[src/rtl/msriscv32_pkg.sv]
// Shared AHB constants and fetch-path types for the msriscv32_mp core.
package msriscv32_pkg;

    localparam int FQ_XLEN = 32;

    localparam logic [1:0] HTRANS_IDLE   = 2'b00;
    localparam logic [1:0] HTRANS_NONSEQ = 2'b10;

    typedef enum logic {
        RUN  = 1'b0,
        HALT = 1'b1
    } fetch_state_t;

    typedef struct packed {
        logic [FQ_XLEN-1:0] instr;
        logic [FQ_XLEN-1:0] pc;
        logic               fault;
    } fq_entry_t;

endpackage

[src/rtl/msriscv32_sync_fifo.sv]
// Synchronous FIFO with power-of-two depth, wrapping pointers and a clear that
// has priority over push and pop.
module msriscv32_sync_fifo #(
    parameter int DEPTH = 4,
    parameter int WIDTH = 65
) (
    input  logic                    clk_i,
    input  logic                    rst_ni,
    input  logic                    clear_i,
    input  logic                    push_i,
    input  logic [WIDTH-1:0]        data_i,
    input  logic                    pop_i,
    output logic [WIDTH-1:0]        data_o,
    output logic                    empty_o,
    output logic                    full_o,
    output logic [$clog2(DEPTH):0]  count_o
);

    localparam int PW = $clog2(DEPTH);

    logic [WIDTH-1:0] mem_q [DEPTH];
    logic [PW-1:0]    wrPtr_q;
    logic [PW-1:0]    rdPtr_q;
    logic [PW:0]      count_q;
    logic             doPush;
    logic             doPop;

    assign empty_o = (count_q == '0);
    assign full_o  = (count_q == (PW+1)'(DEPTH));
    assign count_o = count_q;
    assign data_o  = mem_q[rdPtr_q];

    assign doPop  = pop_i && !empty_o;
    assign doPush = push_i && (!full_o || doPop);

    always_ff @(posedge clk_i or negedge rst_ni) begin
        if (!rst_ni) begin
            wrPtr_q <= '0;
            rdPtr_q <= '0;
            count_q <= '0;
        end else if (clear_i) begin
            wrPtr_q <= '0;
            rdPtr_q <= '0;
            count_q <= '0;
        end else begin
            if (doPush) wrPtr_q <= wrPtr_q + PW'(1);
            if (doPop)  rdPtr_q <= rdPtr_q + PW'(1);
            if (doPush && !doPop)      count_q <= count_q + (PW+1)'(1);
            else if (doPop && !doPush) count_q <= count_q - (PW+1)'(1);
        end
    end

    // Storage needs no reset: entries are only read while the count says they are valid.
    always_ff @(posedge clk_i) begin
        if (doPush && !clear_i) mem_q[wrPtr_q] <= data_i;
    end

endmodule

[src/rtl/msriscv32_fetch_queue.sv]
// Instruction prefetch queue: pipelined AHB-Lite word fetches buffered with their
// PCs ahead of decode, flushed and refetched on a redirect.
module msriscv32_fetch_queue
    import msriscv32_pkg::*;
#(
    parameter int              XLEN     = 32,
    parameter int              DEPTH    = 4,
    parameter logic [XLEN-1:0] RESET_PC = 32'h0000_0000
) (
    input  logic            msriscv32_mp_clk_in,
    input  logic            msriscv32_mp_rst_in,
    input  logic            redirect_in,
    input  logic [XLEN-1:0] redirect_pc_in,
    output logic [XLEN-1:0] msriscv32_mp_imaddr_out,
    output logic [1:0]      msriscv32_mp_instr_htrans_out,
    input  logic [XLEN-1:0] msriscv32_mp_instr_in,
    input  logic            msriscv32_mp_instr_hready_in,
    input  logic            msriscv32_mp_instr_hresp_in,
    output logic            instr_valid_out,
    output logic [XLEN-1:0] instr_out,
    output logic [XLEN-1:0] instr_pc_out,
    output logic            instr_fault_out,
    input  logic            instr_ready_in
);

    localparam int CW = $clog2(DEPTH) + 1;

    fetch_state_t    state_q, state_d;
    logic [XLEN-1:0] fetchPc_q, fetchPc_d;
    logic [XLEN-1:0] redirectPc_q, redirectPc_d;
    logic [XLEN-1:0] dphasePc_q, dphasePc_d;
    logic            dphaseValid_q, dphaseValid_d;
    logic            dphaseDiscard_q, dphaseDiscard_d;
    logic            redirectPending_q, redirectPending_d;
    logic            addrHeld_q, addrHeld_d;

    logic            hready;
    logic            pop;
    logic            push;
    logic            busError;
    logic            issue;
    logic            nonseq;
    logic            accept;
    logic            redirectNow;
    logic [XLEN-1:0] alignedRedirectPc;
    logic [XLEN-1:0] targetPc;
    logic [CW:0]     occupancy;
    logic            fifoEmpty;
    logic            fifoFull;
    logic [CW-1:0]   fifoCount;
    fq_entry_t       pushEntry;
    fq_entry_t       headEntry;

    assign hready            = msriscv32_mp_instr_hready_in;
    assign alignedRedirectPc = redirect_pc_in & ~XLEN'(3);
    assign pop               = !fifoEmpty && instr_ready_in;
    assign push              = dphaseValid_q && hready && !dphaseDiscard_q;
    assign busError          = push && msriscv32_mp_instr_hresp_in;
    assign redirectNow       = redirect_in || redirectPending_q;
    assign targetPc          = redirect_in ? alignedRedirectPc : redirectPc_q;

    // Reserve a slot for every beat in flight so a returning beat always fits.
    assign occupancy = {1'b0, fifoCount} + (CW+1)'(dphaseValid_q) - (CW+1)'(pop);
    assign issue     = msriscv32_mp_rst_in && (state_q == RUN) && !redirect_in &&
                       !redirectPending_q && (occupancy < (CW+1)'(DEPTH));
    assign nonseq    = addrHeld_q || issue;
    assign accept    = nonseq && hready;

    always_comb begin
        pushEntry.instr = msriscv32_mp_instr_hresp_in ? '0 : msriscv32_mp_instr_in;
        pushEntry.pc    = dphasePc_q;
        pushEntry.fault = msriscv32_mp_instr_hresp_in;
    end

    // A redirect seen in a wait state is parked until the held address phase completes.
    always_comb begin
        state_d           = state_q;
        fetchPc_d         = fetchPc_q;
        redirectPc_d      = redirectPc_q;
        redirectPending_d = redirectPending_q;
        dphaseValid_d     = dphaseValid_q;
        dphasePc_d        = dphasePc_q;
        dphaseDiscard_d   = dphaseDiscard_q;
        addrHeld_d        = nonseq && !hready;

        if (redirect_in)   state_d = RUN;
        else if (busError) state_d = HALT;

        if (hready) begin
            redirectPending_d = 1'b0;
            dphaseValid_d     = accept;
            dphasePc_d        = fetchPc_q;
            dphaseDiscard_d   = accept && (redirectNow || busError);
            if (redirectNow)  fetchPc_d = targetPc;
            else if (accept)  fetchPc_d = fetchPc_q + XLEN'(4);
        end else if (redirect_in) begin
            redirectPending_d = 1'b1;
            redirectPc_d      = alignedRedirectPc;
            dphaseDiscard_d   = 1'b1;
        end
    end

    always_ff @(posedge msriscv32_mp_clk_in or negedge msriscv32_mp_rst_in) begin
        if (!msriscv32_mp_rst_in) begin
            state_q           <= RUN;
            fetchPc_q         <= RESET_PC;
            redirectPc_q      <= '0;
            redirectPending_q <= 1'b0;
            dphaseValid_q     <= 1'b0;
            dphasePc_q        <= '0;
            dphaseDiscard_q   <= 1'b0;
            addrHeld_q        <= 1'b0;
        end else begin
            state_q           <= state_d;
            fetchPc_q         <= fetchPc_d;
            redirectPc_q      <= redirectPc_d;
            redirectPending_q <= redirectPending_d;
            dphaseValid_q     <= dphaseValid_d;
            dphasePc_q        <= dphasePc_d;
            dphaseDiscard_q   <= dphaseDiscard_d;
            addrHeld_q        <= addrHeld_d;
        end
    end

    msriscv32_sync_fifo #(
        .DEPTH (DEPTH),
        .WIDTH ($bits(fq_entry_t))
    ) u_fifo (
        .clk_i   (msriscv32_mp_clk_in),
        .rst_ni  (msriscv32_mp_rst_in),
        .clear_i (redirect_in),
        .push_i  (push),
        .data_i  (pushEntry),
        .pop_i   (pop),
        .data_o  (headEntry),
        .empty_o (fifoEmpty),
        .full_o  (fifoFull),
        .count_o (fifoCount)
    );

    assign msriscv32_mp_imaddr_out       = fetchPc_q;
    assign msriscv32_mp_instr_htrans_out = nonseq ? HTRANS_NONSEQ : HTRANS_IDLE;
    assign instr_valid_out               = !fifoEmpty;
    assign instr_out                     = fifoEmpty ? '0 : headEntry.instr;
    assign instr_pc_out                  = fifoEmpty ? '0 : headEntry.pc;
    assign instr_fault_out               = fifoEmpty ? 1'b0 : headEntry.fault;

    pushNeverFull: assert property (@(posedge msriscv32_mp_clk_in)
        disable iff (!msriscv32_mp_rst_in) !(push && fifoFull && !redirect_in));

endmodule

[config.mk]
export PLATFORM = sky130hd
export DESIGN_NAME = msriscv32_fetch_queue
export DESIGN_NICKNAME = d
export VERILOG_FILES = /design/src/rtl/msriscv32_pkg.sv /design/src/rtl/msriscv32_sync_fifo.sv /design/src/rtl/msriscv32_fetch_queue.sv
export SDC_FILE = /design/constraint.sdc
export NUM_CORES = 1
export LEC_CHECK = 0
export CORE_UTILIZATION = 40
export DETAILED_ROUTE_END_ITERATION = 6
export SYNTH_ARGS = -nofsm -noshare
export SYNTH_HDL_FRONTEND = slang
export SYNTH_SLANG_ARGS = --single-unit
export TNS_END_PERCENT = 10
[constraint.sdc]
create_clock -name msriscv32_mp_clk_in -period 5.6 [get_ports msriscv32_mp_clk_in]
set_input_delay 1.4 -clock msriscv32_mp_clk_in [delete_from_list [all_inputs] [get_ports msriscv32_mp_clk_in]]
set_output_delay 1.4 -clock msriscv32_mp_clk_in [all_outputs]
set_load 0.02 [all_outputs]
After elaboration in Yosys (flattened, before gate mapping)
Memory sizes are Yosys's and may differ from the RTL's.
Cells that the tools add are included.
{"block": "totals", "elab_cells": 80, "mem_bits_rw": 260, "out_inout_bits": 100, "inputBits": 70, "mem_count": 1, "register_bits": 108}
{"memory": "u_fifo.mem_q", "words": 4, "word_bits": 65, "rd": 1, "rd_clocked_by_memory_dff": 0, "write_ports": 1, "line_no": "msriscv32_sync_fifo.sv:21", "rtl": "logic [WIDTH-1:0] mem_q [DEPTH];"}
{"block": "op_classes", "n_reduce_logical": 36, "n_mux": 22, "eq_ne": 1, "bitwise": 1, "magnitude_cmp": 1, "n_addsub": 7}
{"operator": "32-bit two-way mux", "n": 6}
{"operator": "32-bit by 3-bit adder with 32-bit output, second input constant", "n": 1}
{"operator": "1-bit logical AND", "n": 16}
{"operator": "2-bit two-way mux", "n": 5}
{"operator": "2-bit nonzero test", "n": 5}
{"operator": "3-bit two-way mux", "n": 3}
{"operator": "1-bit logical NOT", "n": 8}
{"operator": "1-bit two-way mux", "n": 8}
{"operator": "2-bit by 1-bit adder with 2-bit output, second input constant", "n": 2}
{"operator": "3-bit by 1-bit adder with 4-bit output", "n": 1}
{"operator": "1-bit logical OR", "n": 4}
{"operator": "4-bit by 3-bit less-than comparator with 1-bit output, second input constant", "n": 1}
{"operator": "4-bit by 1-bit subtractor with 4-bit output", "n": 1}
{"operator": "3-bit by 1-bit adder with 3-bit output, second input constant", "n": 1}
{"operator": "3-bit equality test, second input constant", "n": 1}
{"operator": "3-bit logical NOT", "n": 1}
{"operator": "3-bit nonzero test", "n": 1}
{"operator": "3-bit by 1-bit subtractor with 3-bit output, second input constant", "n": 1}
{"operator": "2-bit AND reduction", "n": 1}
{"operator": "1-bit NOT", "n": 1}

Longest topological paths before layout
{"block": "logic_depth", "depth_word": 11, "mapped_depth": 12, "ltp_nobuf": 10}

Cells and area by module
Synthesis repeated with hierarchy kept, for this count alone.
{"block": "hier_totals", "hier_cells": 1016, "hier_area_um2": 15757.6}
{"mod": "msriscv32_sync_fifo", "area_each_um2": 9935.8, "instances": 1, "cells_per_inst": 403}
{"mod": "msriscv32_fetch_queue", "area_each_um2": 5821.8, "instances": 1, "cells_per_inst": 613}

Least setup slack after synthesis
No wires, ideal clock.
{"block": "synth_timing", "path_type": "input -> output", "from": "in instr_ready_in", "to": "out msriscv32_mp_instr_htrans_out[1]", "t_required_ns": 4.200, "arrival_ns": 3.389, "stages": 12, "slack_ns": 0.811, "cell_sequence": "clkbuf_1 -> inv_1 -> nor2_1 -> ha_1 -> inv_1 -> ha_1 -> nand3b_1 -> and4_1 -> o21ai_0 -> nor2b_1 -> inv_1 -> buf_4"}
{"block": "synth_via", "elab_chain_len": 6}
{"element": "from (decl)", "line_no": "msriscv32_fetch_queue.sv:23", "rtl": "input logic instr_ready_in"}
{"element": "1-bit logical AND", "line_no": "msriscv32_fetch_queue.sv:56", "rtl": "assign pop = !fifoEmpty && instr_ready_in;"}
{"element": "4-bit by 1-bit subtractor with 4-bit output", "line_no": "msriscv32_fetch_queue.sv:63", "rtl": "assign occupancy = {1'b0, fifoCount} + (CW+1)'(dphaseValid_q) - (CW+1)'(pop);"}
{"element": "4-bit by 3-bit less-than comparator with 1-bit output", "line_no": "msriscv32_fetch_queue.sv:65", "rtl": "!redirectPending_q && (occupancy < (CW+1)'(DEPTH));"}
{"element": "1-bit logical AND", "line_no": "msriscv32_fetch_queue.sv:65"}
{"element": "1-bit logical OR", "line_no": "msriscv32_fetch_queue.sv:66", "rtl": "assign nonseq = addrHeld_q || issue;"}
{"element": "via nonseq", "line_no": "msriscv32_fetch_queue.sv:42", "rtl": "logic nonseq;"}
{"element": "2-bit two-way mux", "line_no": "msriscv32_fetch_queue.sv:142", "rtl": "assign msriscv32_mp_instr_htrans_out = nonseq ? HTRANS_NONSEQ : HTRANS_IDLE;"}
{"element": "to (decl)", "line_no": "msriscv32_fetch_queue.sv:15", "rtl": "output logic [1:0] msriscv32_mp_instr_htrans_out,"}
The timed path passes the listed nets, and every way through them passes these cells.

Worst setup path in the final report
{"block": "layout_timing", "from": "in instr_ready_in", "to": "out msriscv32_mp_instr_htrans_out[1]"}
{"block": "layout_via", "elab_chain_len": 6}
{"element": "1-bit logical AND", "line_no": "msriscv32_fetch_queue.sv:56"}
{"element": "4-bit by 1-bit subtractor with 4-bit output", "line_no": "msriscv32_fetch_queue.sv:63"}
{"element": "4-bit by 3-bit less-than comparator with 1-bit output", "line_no": "msriscv32_fetch_queue.sv:65"}
{"element": "1-bit logical AND", "line_no": "msriscv32_fetch_queue.sv:65"}
{"element": "1-bit logical OR", "line_no": "msriscv32_fetch_queue.sv:66"}
{"element": "2-bit two-way mux", "line_no": "msriscv32_fetch_queue.sv:142"}
Every way passes these cells.

==> impl_metrics.csv <==
group,metric,value,unit
yosys,yosys.area.top_type_share,50.1,%
cells_and_area,mostFrequentLayoutCells,"edfxtp_1 (260), clkdlybuf4s50_1 (162), dfrtp_1 (106)",
yosys,ys_async_sr_fraction,29.3,%
yosys,synth_area,15600,µm²
die,die_x,199,µm
critical_path,crit_type,"input port to output port",
detailed_routing,drtIter0Drc,508,
clock_network,h-tree-depth,2,
sta,setup-tns-final,0,ns
cells_and_area,areaGrowthSynthToFinish,22.8,%
hold_path,whs_endpoint,"u_fifo.mem_q[2][16]$_DFFE_PP_",
sta,slew_violations,0,
flow_run,cap_viol_max_count,0,
critical_path,worst-endpoint-required,4.20,ns
detailed_routing,drc,0,
clock_network,cts_buffers,40,
placed_design,placed_cells,1624,
die,num_rows,71,
clock_network,clk_latency,0.53,ns
die,die_area,39700,µm²
clock_network,clockBufferDepth,3,
global_route,grt_max_degree,68,
yosys,yosys.cell_types.count,63,
critical_path,arrival,3.79,ns
cells_and_area,antenna_cells,0,
yosys,seq_area_frac_synth,67.5,%
critical_path,startpoint_type,"input port",
global_route,first_global_vias,9257,
placed_design,dp_hpwl,21700,µm
clock_network,ctsResizeCount,0,
pwr,powerDensity,446,nW/µm²
detailed_routing,ant_nets,0,
detailed_routing,dr.pass1.iters,4,
placed_design,port_buffers,166,
detailed_routing,wirelength,35100,µm
cells_and_area,fin_nets,1234,
die,start_util,41.0,%
sta,fin_worst_skew,0.0210,ns
sta,worst_pin_slew,0.969,ns
global_route,grt_use_total,18.3,%
die,core_area,38000,µm²
yosys,syn-num-nets,1063,
die,die_y,199,µm
yosys,postSynthCellCount,984,
cells_and_area,drive_above_1_share,19.6,%
clock_network,clkSinkCount,368,
sta,max_freq,0.193,GHz
clock_network,clk_pin_slew,0.06,ns
sta,slew_headroom,35.2,%
clock_network,post_cts_buffers,0,
detailed_routing,route.detailed.vias_per_inst,5.32,
pwr,p_leak,6.55,nW
clock_network,hold_buffers,0,
clock_network,cts_root_buffer,"clkbuf_16",
cells_and_area,final_common_cell,"edfxtp_1",
sta,fin_crit,5.19,ns
clock_network,cts_tree,"done",
sta,fin_crit_sh,92.6,%
critical_path,path_max_fanout,5,
critical_path,r2r_end,"msriscv32_mp_imaddr_out[8]$_DFFE_PN0P_",
yosys,ys_top_cells_by_area,"edfxtp_1 (50%), dfrtp_1 (17%), mux4_2 (9.4%)",
outcome,run_status,"finished clean",
global_route,grt-ovfl-total,0,
critical_path,r2r_setup_slack,2.62,ns
sta,hold_violations,0,
global_route,grt_pass1_wl,54700,µm
pwr,vdd_drop_max,235,µV
critical_path,r2r_cells,10,
cells_and_area,nFillCells,3293,
yosys,synth_edf_count,260,
detailed_routing,vias,9030,
sta,finalSetupViolCount,0,
hold_path,hp-start,"dphasePc_q[15]$_DFFE_PN0P_",
critical_path,reg2reg_from,"u_fifo.count_o[2]$_DFFE_PN0P_",
global_route,antenna_found_initial,2,
sta,rsz0062_at_grt,"false",
yosys,syn_avg_cell_area,15.8,µm²
cells_and_area,final_cells,1696,
yosys,synthFlopType,"edfxtp_1",
detailed_routing,routedWlPerCell,20.7,µm
critical_path,end_kind,"output port",
hold_path,worstHoldPathCells,0,
die,io_pins,170,
yosys,ys_ff_latch,368,
yosys,yosysTopAreaCell,"edfxtp_1",
placed_design,globalplace.congestion,0.795,
yosys,yosysWarnings,0,
hold_path,hold_class,"flop to flop",
where the power goes:
group / total [W] / leakage (nW) / switching, W / internal, W
registers: 0.00359 / 3.65 / 0.000358 / 0.00323
clock network: 0.00265 / 0.648 / 0.00103 / 0.00161
logic: 0.00230 / 2.25 / 0.00117 / 0.00113
total: 0.00854 / 6.55 / 0.00256 / 0.00598
layout make-up:
type                    count  area [µm²]  share of cell area, %
clock buffers              53        1100                   5.76
clock inverters            19         224                   1.17
inverters                  21        78.8                  0.412
multi-input cells         530        4700                   24.6
flip-flops and latches    368       10500                   55.0
well taps                 511         639                   3.34
repair buffers            194        1870                   9.77
through the flow:
step / setup WS, ns / instance area [µm²] / util (%) / hold WS, ns / total power (W)
3_3_place_gp: 0.456 / 17800 / 46.8 / 0.487 / 0.00597
6_report: 0.414 / 19100 / 50.3 / 0.508 / 0.00854
2_1_floorplan: 0.811 / 15600 / - / 0.465 / 0.00493
3_5_place_dp: 0.411 / 17800 / 46.8 / 0.491 / 0.00599
5_1_grt: 0.199 / 19100 / 50.3 / 0.522 / 0.00895
4_1_cts: 0.397 / 19100 / 50.3 / 0.509 / 0.00866
kinds of logic (layout without fill, tap and decap cells):
logic type / count (synthesis) / in the layout / synth area share, %
and+or+nand+nor: 238 / 238 / 8.47
muxes: 130 / 130 / 14.1
AOI/OAI and AO/OA: 145 / 145 / 6.26
adders and majority gates: 9 / 9 / 0.771
DFF: 368 / 368 / 67.5
xor gates and xnor gates: 7 / 7 / 0.394
other: 1 / 1 / 0.0241
buffers and inverters: 86 / 287 / 2.54
how the worst max path moves through the flow:
stage / from / to / slack [ns] / cells after the start
after floorplan: instr_ready_in / msriscv32_mp_instr_htrans_out[1] / 0.81 / 12
after global placement: instr_ready_in / msriscv32_mp_instr_htrans_out[1] / 0.46 / 12
after detailed placement: instr_ready_in / msriscv32_mp_instr_htrans_out[1] / 0.41 / 12
after CTS: instr_ready_in / msriscv32_mp_instr_htrans_out[1] / 0.40 / 12
after global routing: instr_ready_in / msriscv32_mp_instr_htrans_out[1] / 0.20 / 12
final: instr_ready_in / msriscv32_mp_instr_htrans_out[1] / 0.41 / 12
cell usage after synthesis (2+ instances only):
| cell type | instances |
|---|---|
| edfxtp_1 | 260 |
| dfrtp_1 | 108 |
| nor2b_1 | 101 |
| mux4_2 | 65 |
| mux2_2 | 61 |
| nor2_1 | 43 |
| o21ai_0 | 37 |
| a21oi_1 | 33 |
| clkbuf_1 | 33 |
| nand2_1 | 33 |
| inv_1 | 20 |
| buf_2 | 19 |
| a31oi_1 | 14 |
| and3_1 | 14 |
| nand4_1 | 11 |
| nand3_1 | 10 |
| o211ai_1 | 9 |
| ha_1 | 8 |
| a22oi_1 | 6 |
| a41oi_1 | 5 |
| and2_1 | 5 |
| buf_1 | 5 |
| buf_6 | 5 |
| nor3_1 | 5 |
| o22ai_1 | 5 |
| xnor2_1 | 5 |
| a211oi_1 | 4 |
| a311oi_1 | 4 |
| and4_1 | 4 |
| mux2i_1 | 4 |
| a221oi_1 | 3 |
| a22o_1 | 3 |
| buf_4 | 3 |
| a221o_1 | 2 |
| a2bb2oi_1 | 2 |
| a41o_1 | 2 |
| nand3b_1 | 2 |
| nor4_1 | 2 |
| nor4_2 | 2 |
| o31ai_1 | 2 |
| o41a_1 | 2 |
| xor2_1 | 2 |
flip-flops by register name (all words and copies together) (netlist names), 2 cells and up:
| name | cells |
|---|---|
| msriscv32_mp_imaddr_out | 32 |
| u_fifo.mem_q | 260 |
| u_fifo.wrPtr_q | 2 |
| u_fifo.count_o | 3 |
| redirectPc_q | 32 |
| u_fifo.rdPtr_q | 2 |
| dphasePc_q | 32 |
critical path: stages:
cell and delay (ns):
clkdlybuf4s50_1 0.48, inv_1 0.10, nor2_1 0.26, ha_1 0.21, inv_1 0.04, ha_1 0.26, nand3b_1 0.12, and4_1 0.30
o21ai_0 0.17, nor2b_1 0.19, inv_1 0.10, buf_4 0.17
layer usage:
metal	global-route usage (%)	up-vias	wire, µm
li1	-	4130	-
met1	25.5	4604	15700
met2	29.8	241	16900
met3	3.27	51	1840
met4	4.47	4	625
met5	0	-	24
Power figures use the tool's default switching activity.
